[src/rtl/led_line_arbiter.sv]
// led_line_arbiter
//   Shares one LED-panel write port between two line-write requesters and a
//   full-panel clear. A granted line job walks the 32 columns of one panel
//   line, issuing one pixel write per column and waiting for ctrl_done
//   between writes. A clear job walks all 32x32 pixels writing zero.
//
// Ports
//   clk25        system clock, rising edge
//   resetn       synchronous, active-low reset
//   req[1:0]     per-requester line-write request, held until granted
//   line[9:0]    {line1,line0}   5-bit target panel line per requester
//   value[63:0]  {value1,value0} 32-bit on/off column mask per requester
//   color[47:0]  {color1,color0} 24-bit RGB colour per requester
//   grant[1:0]   one-cycle grant pulse; request fields captured that cycle
//   done[1:0]    one-cycle pulse when the granted job finishes or aborts
//   clear        one-cycle full-panel clear request
//   busy         high whenever the arbiter is not idle
//   timeout_err  sticky: a panel write never saw ctrl_done in time
//   ctrl_wr      panel write strobe (4'b0111 while a write is pending)
//   ctrl_addr    panel byte address
//   ctrl_wdat    pixel data {8'h00, rgb}
//   ctrl_done    panel write-complete pulse
module led_line_arbiter #(
    parameter int TIMEOUT = 255
) (
    input  logic        clk25,
    input  logic        resetn,
    input  logic [1:0]  req,
    input  logic [9:0]  line,
    input  logic [63:0] value,
    input  logic [47:0] color,
    output logic [1:0]  grant,
    output logic [1:0]  done,
    input  logic        clear,
    output logic        busy,
    output logic        timeout_err,
    output logic [3:0]  ctrl_wr,
    output logic [15:0] ctrl_addr,
    output logic [31:0] ctrl_wdat,
    input  logic        ctrl_done
);
    localparam logic [2:0] S_IDLE     = 3'd0;
    localparam logic [2:0] S_ISSUE    = 3'd1;
    localparam logic [2:0] S_WAIT     = 3'd2;
    localparam logic [2:0] S_NEXT     = 3'd3;
    localparam logic [2:0] S_COMPLETE = 3'd4;

    // Wait counter only needs to reach TIMEOUT-1.
    localparam int WCW = (TIMEOUT > 1) ? $clog2(TIMEOUT) : 1;
    localparam logic [WCW-1:0] WAIT_LAST = WCW'(TIMEOUT - 1);

    // Per-requester views of the packed request buses.
    logic [4:0]  req_line  [2];
    logic [31:0] req_value [2];
    logic [23:0] req_color [2];

    genvar gi;
    generate
        for (gi = 0; gi < 2; gi++) begin : g_unpack
            assign req_line[gi]  = line[gi*5 +: 5];
            assign req_value[gi] = value[gi*32 +: 32];
            assign req_color[gi] = color[gi*24 +: 24];
        end
    endgenerate

    logic [2:0]     state_reg,       state_next;
    logic [4:0]     col_reg,         col_next;
    logic [4:0]     line_reg,        line_next;
    logic [31:0]    value_reg,       value_next;
    logic [23:0]    color_reg,       color_next;
    logic           owner_reg,       owner_next;
    logic           is_clear_reg,    is_clear_next;
    logic           rr_reg,          rr_next;       // 1: requester 1 favoured
    logic           clear_pend_reg,  clear_pend_next;
    logic [WCW-1:0] wait_cnt_reg,    wait_cnt_next;
    logic [1:0]     grant_reg,       grant_next;
    logic [1:0]     done_reg,        done_next;
    logic           timeout_err_reg, timeout_err_next;
    logic [3:0]     ctrl_wr_reg,     ctrl_wr_next;
    logic [15:0]    ctrl_addr_reg,   ctrl_addr_next;
    logic [31:0]    ctrl_wdat_reg,   ctrl_wdat_next;

    // Round-robin pick: requester 0 wins unless requester 1 is favoured
    // and also requesting (or requester 0 is not requesting at all).
    logic       pick;
    logic [4:0] row_offs;
    logic [1:0] owner_done;

    assign pick       = (req[0] && (!rr_reg || !req[1])) ? 1'b0 : 1'b1;
    // Panel columns are stored bottom line first, hence 31 - line.
    assign row_offs   = 5'd31 - line_reg;
    assign owner_done = is_clear_reg ? 2'b00 : (owner_reg ? 2'b10 : 2'b01);

    always_comb begin
        state_next       = state_reg;
        col_next         = col_reg;
        line_next        = line_reg;
        value_next       = value_reg;
        color_next       = color_reg;
        owner_next       = owner_reg;
        is_clear_next    = is_clear_reg;
        rr_next          = rr_reg;
        clear_pend_next  = clear_pend_reg | clear;
        wait_cnt_next    = wait_cnt_reg;
        grant_next       = 2'b00;
        done_next        = 2'b00;
        timeout_err_next = timeout_err_reg;
        ctrl_wr_next     = ctrl_wr_reg;
        ctrl_addr_next   = ctrl_addr_reg;
        ctrl_wdat_next   = ctrl_wdat_reg;

        case (state_reg)
            S_IDLE: begin
                if (clear_pend_reg) begin
                    // Only a clear arriving this very cycle survives the grant.
                    clear_pend_next = clear;
                    is_clear_next   = 1'b1;
                    line_next       = 5'd0;
                    col_next        = 5'd0;
                    value_next      = 32'h0;
                    color_next      = 24'h0;
                    state_next      = S_ISSUE;
                end else if (req != 2'b00) begin
                    grant_next[pick] = 1'b1;
                    owner_next       = pick;
                    rr_next          = ~pick;
                    is_clear_next    = 1'b0;
                    line_next        = req_line[pick];
                    value_next       = req_value[pick];
                    color_next       = req_color[pick];
                    col_next         = 5'd0;
                    state_next       = S_ISSUE;
                end
            end
            S_ISSUE: begin
                ctrl_addr_next = {4'b0000, col_reg, row_offs, 2'b00};
                ctrl_wdat_next = value_reg[col_reg] ? {8'h00, color_reg} : 32'h0;
                ctrl_wr_next   = 4'b0111;
                wait_cnt_next  = '0;
                state_next     = S_WAIT;
            end
            S_WAIT: begin
                if (ctrl_done) begin
                    ctrl_wr_next = 4'b0000;
                    state_next   = S_NEXT;
                end else if (wait_cnt_reg == WAIT_LAST) begin
                    // Panel stopped answering: abandon the rest of the job.
                    ctrl_wr_next     = 4'b0000;
                    timeout_err_next = 1'b1;
                    done_next        = owner_done;
                    state_next       = S_COMPLETE;
                end else begin
                    wait_cnt_next = wait_cnt_reg + WCW'(1);
                end
            end
            S_NEXT: begin
                col_next = col_reg + 5'd1;
                if (col_reg == 5'd31) begin
                    if (is_clear_reg && line_reg != 5'd31) begin
                        line_next  = line_reg + 5'd1;
                        state_next = S_ISSUE;
                    end else begin
                        done_next  = owner_done;
                        state_next = S_COMPLETE;
                    end
                end else begin
                    state_next = S_ISSUE;
                end
            end
            S_COMPLETE: begin
                state_next = S_IDLE;
            end
            default: begin
                state_next = S_IDLE;
            end
        endcase
    end

    always_ff @(posedge clk25) begin
        if (!resetn) begin
            state_reg       <= S_IDLE;
            col_reg         <= 5'd0;
            line_reg        <= 5'd0;
            value_reg       <= 32'h0;
            color_reg       <= 24'h0;
            owner_reg       <= 1'b0;
            is_clear_reg    <= 1'b0;
            rr_reg          <= 1'b0;
            clear_pend_reg  <= 1'b0;
            wait_cnt_reg    <= '0;
            grant_reg       <= 2'b00;
            done_reg        <= 2'b00;
            timeout_err_reg <= 1'b0;
            ctrl_wr_reg     <= 4'b0000;
            ctrl_addr_reg   <= 16'h0;
            ctrl_wdat_reg   <= 32'h0;
        end else begin
            state_reg       <= state_next;
            col_reg         <= col_next;
            line_reg        <= line_next;
            value_reg       <= value_next;
            color_reg       <= color_next;
            owner_reg       <= owner_next;
            is_clear_reg    <= is_clear_next;
            rr_reg          <= rr_next;
            clear_pend_reg  <= clear_pend_next;
            wait_cnt_reg    <= wait_cnt_next;
            grant_reg       <= grant_next;
            done_reg        <= done_next;
            timeout_err_reg <= timeout_err_next;
            ctrl_wr_reg     <= ctrl_wr_next;
            ctrl_addr_reg   <= ctrl_addr_next;
            ctrl_wdat_reg   <= ctrl_wdat_next;
        end
    end

    assign grant       = grant_reg;
    assign done        = done_reg;
    assign busy        = (state_reg != S_IDLE);
    assign timeout_err = timeout_err_reg;
    assign ctrl_wr     = ctrl_wr_reg;
    assign ctrl_addr   = ctrl_addr_reg;
    assign ctrl_wdat   = ctrl_wdat_reg;

endmodule

[config.mk]
export PLATFORM = sky130hd
export DESIGN_NAME = led_line_arbiter
export DESIGN_NICKNAME = d
export VERILOG_FILES = /design/src/rtl/led_line_arbiter.sv
export SDC_FILE = /design/constraint.sdc
export NUM_CORES = 1
export LEC_CHECK = 0
export CORE_ASPECT_RATIO = 2
export CORE_MARGIN = 2
export CORE_UTILIZATION = 45
export DETAILED_ROUTE_END_ITERATION = 8
export PLACE_DENSITY = 0.92
export REMOVE_ABC_BUFFERS = 1
export SETUP_SLACK_MARGIN = 0.3
export SLEW_MARGIN = 40
export SYNTH_ARGS = -nofsm -noshare
export SYNTH_HDL_FRONTEND = slang
export SYNTH_SLANG_ARGS = --single-unit
[constraint.sdc]
create_clock -name clk25 -period 2.4 [get_ports clk25]
set_clock_uncertainty 0.1 [all_clocks]
set_input_delay 0.36 -clock clk25 [delete_from_list [all_inputs] [get_ports clk25]]
set_output_delay 0.36 -clock clk25 [all_outputs]
set_load 0.05 [all_outputs]
# == Word level (Yosys, flattened, before mapping) ==
# Index checks and enable logic that the tools add are counted.
# op_classes
bitwise_logic,7
reduce_logical,21
mux,51
n_lt_le_gt_ge,4
eq_ne,12
n_addsub,4
# op_table
cell,count
32-bit 2-to-1 mux,5
24-bit 2-to-1 mux,6
5-bit 2-to-1 mux,9
5-bit one-hot mux with 2 select lines,2
3-bit 2-to-1 mux,6
8-bit 2-to-1 mux,2
8-bit one-hot mux with 2 select lines,1
2-bit 2-to-1 mux,6
3-bit one-hot mux with 4 select lines,1
"5-bit by 1-bit adder with 5-bit output, second input constant",2
3-bit AND reduction,3
"8-bit by 1-bit adder with 8-bit output, second input constant",1
"8-bit equality test, second input constant",1
4-bit 2-to-1 mux,2
"2-bit inequality test, second input constant",4
4-bit one-hot mux with 2 select lines,1
2-bit AND reduction,4
2-bit nonzero test,4
1-bit 2-to-1 mux,7
"3-bit by 2-bit equality test with 1-bit output, second input constant",2
"5-bit by 6-bit less-than comparator with 1-bit output, second input constant",1
"3-bit inequality test, second input constant",2
1-bit binary-select mux with 5-bit select,1
"5-bit equality test, second input constant",1
other kinds (18),25
# word_totals
ff_bits,132
out_inout_bits,58
wordCells,115

# == Depth between registers and ports, before layout ==
# Gate-level depths: netlist of the first run.
# depth
ltp_word,11
ltp_mapped,9
mapped_depth_nobuf,7

# == Worst setup path after synthesis of the first run ==
# Ideal clock, no wire load.
# synth_path
path_kind,reg2reg
from,reg state_reg[2]
to,reg color_reg[12]
t_arrival_ns,1.846
n_path_buf,3
path_stages_with_launch,10
slack_ns,0.397
path_cell_list,dfxtp_1 -> buf_2 -> nor3_4 -> inv_2 -> or4_4 -> nor2b_2 -> buf_4 -> buf_4 -> a222oi_1 -> inv_1
# synth_between
elab_chain_cells,2
# synth_rtl
item,line,source
from (decl),66,"logic [2:0] state_reg, state_next;"
from (signal assigned),198,state_reg <= state_next;
3-bit zero test,112,case (state_reg)
2-bit AND reduction (no source line),n/a,
to (signal assigned),202,color_reg <= color_next;
to (decl),70,"logic [23:0] color_reg, color_next;"
# No other way between the ends.
# A chain may end at the register's enable or synchronous reset.

# == Final worst setup path of the first run ==
# layout_path
from,reg col_reg[1]
to,reg line_reg[0]
# layout_between
elab_chain_cells,3
# layout_rtl
item,line,source
from (decl),67,"logic [4:0] col_reg, col_next;"
from (signal assigned),199,col_reg <= col_next;
5-bit equality test,158,if (col_reg == 5'd31) begin
2-bit inequality test (no source line),n/a,
4-bit AND reduction (no source line),n/a,
to (signal assigned),200,line_reg <= line_next;
to (decl),68,"logic [4:0] line_reg, line_next;"
# No other way between the ends.

==> results of run 1 <==
## repair_timing
item	in CTS	in global routing
hold buffers	0	0
pin swaps	1	10
resized for setup	7	7
hold endpoints to repair	0	0
endpoints found under the setup margin	83	86
gates cloned	2	3
setup buffers	2	7
## layer usage
layer	wire, um	share of wire, %	global-route usage, %
met1	5635	34	25.42
met4	613	3.7	12.15
met3	1064	6.4	5.510
met2	9365	56	48.54
met5	0	0	0
## cells by family after synthesis
family / Yosys count / synth area share [%]
AOI/OAI and AO/OA: 133 / 22.69
xor gates and xnor gates: 7 / 1.189
adders and majority gates: 6 / 1.456
buffers and inverters: 114 / 11.41
DFF: 121 / 46.98
muxes: 25 / 4.950
other: 1 / 0.07273
and+or+nand+nor: 110 / 11.26
## cells in the mapped netlist (3+ instances only)
| cell type | n |
|---|---|
| xor2_1 | 5 |
| mux2_2 | 4 |
| nand3b_1 | 3 |
| clkbuf_1 | 10 |
| ha_1 | 6 |
| buf_2 | 14 |
| buf_6 | 8 |
| nor2_1 | 31 |
| mux2i_1 | 21 |
| a22oi_1 | 8 |
| o21ai_0 | 5 |
| o311a_1 | 3 |
| buf_4 | 22 |
| a222oi_1 | 55 |
| nor3_1 | 7 |
| a21oi_1 | 22 |
| nand2_1 | 29 |
| a211oi_1 | 6 |
| dfxtp_1 | 121 |
| nand3_1 | 9 |
| a32o_1 | 24 |
| nand2b_1 | 4 |
| inv_1 | 59 |
## worst max-delay path: cells and delay by family (launching register included)
kind                     cells  cell delay, ns
AO/OA/AOI/OAI                1            0.14
adder cells (fa/ha/maj)      2            0.45
buffers and inverters        1            0.20
flip-flops                   1            0.31
multiplexers                 1            0.34
AND/OR/NAND/NOR              3            0.52
## power groups by stage
stage                     sequential (mW)  clock (mW)  combinational, mW
final                                2.37        2.56               1.43
after global routing                 2.38        2.69               1.52
after CTS                            2.36        2.59               1.35
after detailed placement             2.40           0               1.29
after global placement               2.38           0               1.23
after floorplan                      2.48           0              0.604
## path summary, 6_finish.rpt
kind,from,endpoint,slack [ns],depth (start not counted)
worst max-delay path,col_reg[1],line_reg[0],0.27,8
worst min-delay path,ctrl_addr[8],ctrl_addr[8],0.36,2
worst max register to register,col_reg[1],line_reg[0],0.27,8
worst min register to register,ctrl_addr[8],ctrl_addr[8],0.36,2
## final cells by class
class                           instances  area (um^2)
Multi-Input combinational cell        297         2247
Timing Repair Buffer                  200         2085
Fill cell                             768         3455
Inverter                               60        225.2
Tap cell                              142        177.7
Clock buffer                           18        439.2
Clock inverter                         14        160.2
Sequential cell                       121         2429
==> summary.md, run 1 <==
| Metric | Value |
|---|---|
| Async set-reset flop share out of synthesis | `0%` |
| Port Buffers | `between 150 and 200` |
| Crit path max fanout | `10` |
| Yosys top cell area share | `46.98%` |
| Crit share post-route | `88.62%` |
| Die span in x | `79.69 um` |
| Root Driver | `clkbuf_16` |
| Via density | `5.908` |
| Area Overhead vs Synth | `50.55%` |
| Hold crit path type | `reg2reg` |
| CORE AREA | `11220 um^2` |
| Layout cell share with drive strength beyond 1 | `a little over an eighth` |
| Commonest non-fill, non-tap cell in the layout | `clkdlybuf4s50_1` |
| Final WS setup | `0.2731 ns` |
| Setup TNS | `0 ns` |
| Slowest cell on the critical path | `mux2_2` |
| Number of I/O pins | `186` |
| Total Routing Usage GR | `25.59%` |
| Final hold vios | `0` |
| Synth area leaders | `dfxtp_1, a222oi_1, a32o_1` |
| Slew headroom | `59.40%` |
| Seq/Total Area, Yosys | `around 47%` |
| Worst slew pin tran | `0.6075 ns` |
| Total power | `6.364 mW` |
| Slowest Stage Delay on Critical Path | `0.34 ns` |
| EDFF count, synth | `0` |
| Comb power frac | `22.5%` |
| CTS tree | `built` |
| DRC | `0` |
| Grt ovf | `0` |
| Fin cells | `852` |
| Drt wl/cell | `19.58 um` |
| Chip Height | `155.4 um` |
| CP Data Required Time | `about 2.6 ns` |
| Crit start category | `flip-flop` |
| NetSw | `a little under 2 mW` |
| Crit-path cells | `buf_4, ha_1, and3_1, ha_1, nand4b_1, nand2_2, mux2_2, a21oi_1` |
| Utilization after layout | `69.20%` |
| RSZ-0062 raised after global routing | `yes` |
| FMAX | `470.2 MHz` |
| Sink Count | `121` |
| Worst IR Drop VDD | `approximately 0.00059 V` |
| Drt total wl | `16680 um` |
| Seq cells post-synth | `121` |
| Fin. max-slew vios | `0` |
| Status | `completed` |
| Antenna Diode Count | `0` |
| Max reg flops | `32` |
| GPL Wtd Cong | `0.9019` |
| Sequential power share | `37.2%` |
| Part of the power in the clock network | `40.3%` |
| Average footprint of a synthesized cell | `approximately 10 um^2` |
| Max clock buf depth | `2` |
| Vias in the first global route | `5061` |
| Largest net degree at the start of global routing | `54` |
| MaxCap Viol Count | `0` |
| Initial core utilization | `a little under half` |
| Die ar. | `between 10000 and 15000 um^2` |
| Endpoints failing setup | `0` |
| Switching share of total power | `30.30%` |
| Worst-skew pair later-pin latency | `0.40 ns` |
| Nets | `between 800 and 900` |
| Area of placed instances | `6928 um^2` |
| Leak | `between 3 and 4 nW` |
| Internal power | `4.435 mW` |
| Crit path time final | `2.127 ns` |
| CP Class | `reg2reg` |
| Yosys cell types | `53` |
| Rows | `55` |
| WHS | `0.3649 ns` |
| CP most frequent cell | `ha_1` |
| Primary FF master, synth | `dfxtp_1` |
| Initial antenna violation count | `0` |
| Place WS | `around 0.084 ns` |
| Dpl cells | `806` |
| Detailed placement HPWL | `10830 um` |
| Pre-antenna DRT Iters | `9` |
| DR iter-0 viols | `between 500 and 600` |
| Post-route cell area | `7762 um^2` |
| Most frequent cells in the layout | `clkdlybuf4s50_1, dfxtp_1, inv_1` |
| Cell taking the most area after synthesis | `dfxtp_1` |
| Cell area after synthesis | `5156 um^2` |
| # H-tree levels | `4` |
| Syn Inst Count | `517` |
| CTS buffer count | `17` |
| Reg clk slew, reported paths | `0.06 ns` |
| Arr. time, crit path | `2.37 ns` |
| PwrDens | `819.8 nW/um^2` |
| Ys Warns | `0` |
| Final ANT Viol Nets | `0` |
| First-pass GRT wire length | `24410 um` |
| Critical path endpoint category | `flip-flop` |
| Vias | `5034` |
(Power assumes the default switching activity.)
==> inputs of run 2 (changes only) <==
--- a/config.mk
+++ b/config.mk
@@ -9,6 +9,7 @@
 export CORE_MARGIN = 2
 export CORE_UTILIZATION = 45
 export DETAILED_ROUTE_END_ITERATION = 8
+export GPL_TIMING_DRIVEN = 0
 export PLACE_DENSITY = 0.92
 export REMOVE_ABC_BUFFERS = 1
 export SETUP_SLACK_MARGIN = 0.3
==> summary.md, run 2 (same netlist as run 1, synthesis figures left out) <==
| Metric | Value |
|---|---|
| Status | `completed` |
| Critical path endpoint category | `flip-flop` |
| Port Buffers | `170 (unchanged)` |
| Slew headroom | `64.39% (+5.0 points)` |
| FMAX | `482.1 MHz (+2.5%)` |
| Commonest non-fill, non-tap cell in the layout | `clkdlybuf4s50_1` |
| Detailed placement HPWL | `11270 um (+4.0%)` |
| CP Data Required Time | `2.65 ns (about the same)` |
| Hold Path Depth | `2 (unchanged)` |
| Max clock buf depth | `2 (unchanged)` |
| Layout cell share with drive strength beyond 1 | `13.62% (+0.52 points)` |
| Fin. max-slew vios | `0 (unchanged)` |
| Reg clk slew, reported paths | `0.06 ns (about the same)` |
| Rows | `55 (unchanged)` |
| Via density | `5.819 (-1.5%)` |
| Critical Path End | `value_reg[21]` |
| CP Class | `in2reg` |
| Nets | `826 (-0.60%)` |
| Most frequent cells in the layout | `clkdlybuf4s50_1, dfxtp_1, inv_1` |
| Reg2Reg Depth | `8 (unchanged)` |
| Dpl cells | `797 (-1.1%)` |
| Worst-skew pair later-pin latency | `0.41 ns (about the same)` |
| PwrDens | `816.1 nW/um^2 (-0.45%)` |
| Antenna Diode Count | `0 (unchanged)` |
| Setup TNS | `0 ns (unchanged)` |
| Initial core utilization | `45.97% (unchanged)` |
| Crit path time final | `2.074 ns (-0.05269 ns)` |
| Sink Count | `121 (unchanged)` |
| Root Driver | `clkbuf_16` |
| First-pass GRT wire length | `24620 um (+0.85%)` |
| Drt wl/cell | `19.19 um (-2.0%)` |
| Grt ovf | `0 (unchanged)` |
| Final hold vios | `0 (unchanged)` |
| Leak | `3.246 nW (-0.42%)` |
| Final ANT Viol Nets | `0 (unchanged)` |
| Hold crit path type | `reg2reg` |
| Crit path max fanout | `13 (+3)` |
| Vias in the first global route | `5033 (-0.55%)` |
| Die ar. | `12380 um^2 (unchanged)` |
| Number of I/O pins | `186 (unchanged)` |
| Sequential power share | `37.2% (about the same)` |
| Largest net degree at the start of global routing | `37 (-31%)` |
| Setup slack on the worst flop-to-flop path | `0.33 ns (+0.05 ns)` |
| Crit share post-route | `86.42% (-2.2 points)` |
| Worst R2R End | `value_reg[21]` |
| Comb power frac | `22.8% (+0.3 points)` |
| DR iter-0 viols | `419 (-26%)` |
| Worst IR Drop VDD | `0.0007645 V (+30%)` |
| Worst Setup SP | `req[1]` |
| # H-tree levels | `4 (unchanged)` |
| Max reg flops | `32 (unchanged)` |
| RR Startpoint | `state_reg[0]` |
| Total Routing Usage GR | `25.67% (+0.074 points)` |
| CORE AREA | `11220 um^2 (unchanged)` |
| Final-layout fill cell count | `822 (+7.0%)` |
| Switching share of total power | `30.13% (-0.17 points)` |
| Part of the power in the clock network | `40.1% (-0.2 points)` |
| CTS buffer count | `17 (unchanged)` |
| Die span in x | `79.69 um (unchanged)` |
| Drt total wl | `16260 um (-2.5%)` |
| Initial antenna violation count | `0 (unchanged)` |
| GPL Wtd Cong | `0.8289 (-8.1%)` |
| RSZ-0062 raised after global routing | `yes` |
| NetSw | `1.919 mW (-0.50%)` |
| Vias | `4929 (-2.1%)` |
| Crit start category | `primary input` |
| Chip Height | `155.4 um (unchanged)` |
| CTS tree | `built` |
| Internal power | `4.449 mW (+0.31%)` |
| Arr. time, crit path | `2.33 ns (-0.04 ns)` |
| Worst slew pin tran | `0.5326 ns (-0.07498 ns)` |
| Fin cells | `847 (-0.59%)` |
| DRC | `0 (unchanged)` |
| MaxCap Viol Count | `0 (unchanged)` |
| Area Overhead vs Synth | `51.32%` |
| Endpoints failing setup | `0 (unchanged)` |
| Pre-antenna DRT Iters | `8 (-1)` |
| Hold_buf cts | `0 (unchanged)` |
==> run 2: changes by cell type in the layout (fill, tap and decap cells not counted), sizes merged <==
cell and delta:
a41oi -1, clkdlybuf4s50 -1, a31oi +1, buf -4
inv -3, clkinv +3, clkbuf -1, dlygate4sd2 +1
==> run 2: repair_timing <==
item,4_1_cts,5_1_grt
setup buffers,11,5
pin swaps,5,3
resized for setup,15,11
cloned,1,1
setup endpoints to repair,87,93
==> run 2: worst min-delay path by stage <==
stage                             start       endpoint  slack, ns
after global placement        owner_reg        done[0]       0.32
after detailed placement   value_reg[8]   value_reg[8]       0.35
after floorplan               owner_reg        done[0]       0.31
final                         owner_reg        done[1]       0.36
after global routing      ctrl_wdat[11]  ctrl_wdat[11]       0.37
after CTS                  value_reg[8]   value_reg[8]       0.36
==> run 2: power by group through the flow <==
stage / logic, mW / registers, mW / clock network (mW)
2_1_floorplan: 0.604 / 2.48 / 0
3_3_place_gp: 1.17 / 2.38 / 0
3_5_place_dp: 1.29 / 2.40 / 0
4_1_cts: 1.36 / 2.36 / 2.58
5_1_grt: 1.54 / 2.39 / 2.69
6_report: 1.45 / 2.37 / 2.55
==> run 2: worst max-delay path, stage by stage <==
cell and delay [ns]:
clkdlybuf4s50_1 0.63, nor2_1 0.16, or4_4 0.56, nor2b_4 0.19, buf_12 0.14, clkbuf_16 0.16, a222oi_1 0.07, inv_1 0.06
==> run 2: cell type report <==
type                            instances  area [um^2]  share of cell area [%]
Sequential cell                       121         2435                   31.21
Clock inverter                         14        163.9                   2.101
Inverter                               60        227.7                   2.919
Timing Repair Buffer                  195         2056                   26.35
Clock buffer                           18        439.2                   5.629
Multi-Input combinational cell        297         2303                   29.52
Tap cell                              142        177.7                   2.277
==> run 2: routing by layer <==
layer | global-route usage [%] | up-vias | wire length [um] | part of all wire [%]
met5 | 0 | - | 0 | 0
met1 | 24.92 | 2364 | 5303 | 33
li1 | - | 2267 | - | -
met2 | 49.26 | 252 | 9316 | 57
met4 | 11.66 | 0 | 536 | 3.3
met3 | 5.974 | 46 | 1100 | 6.8
==> run 2: metrics by stage <==
| step | area [um^2] | power, mW | hold slack [ns] | util, % | worst slack [ns] |
|---|---|---|---|---|---|
| after floorplan | 4846 | 3.089 | 0.3082 | - | -0.4763 |
| after global placement | 6725 | 3.551 | 0.3218 | 59.96 | -1.953 |
| after detailed placement | 6898 | 3.690 | 0.3465 | 61.49 | -0.3980 |
| after CTS | 7675 | 6.302 | 0.3591 | 68.42 | 0.3063 |
| after global routing | 7802 | 6.621 | 0.3706 | 69.56 | 0.2657 |
| final | 7802 | 6.368 | 0.3572 | 69.56 | 0.3258 |
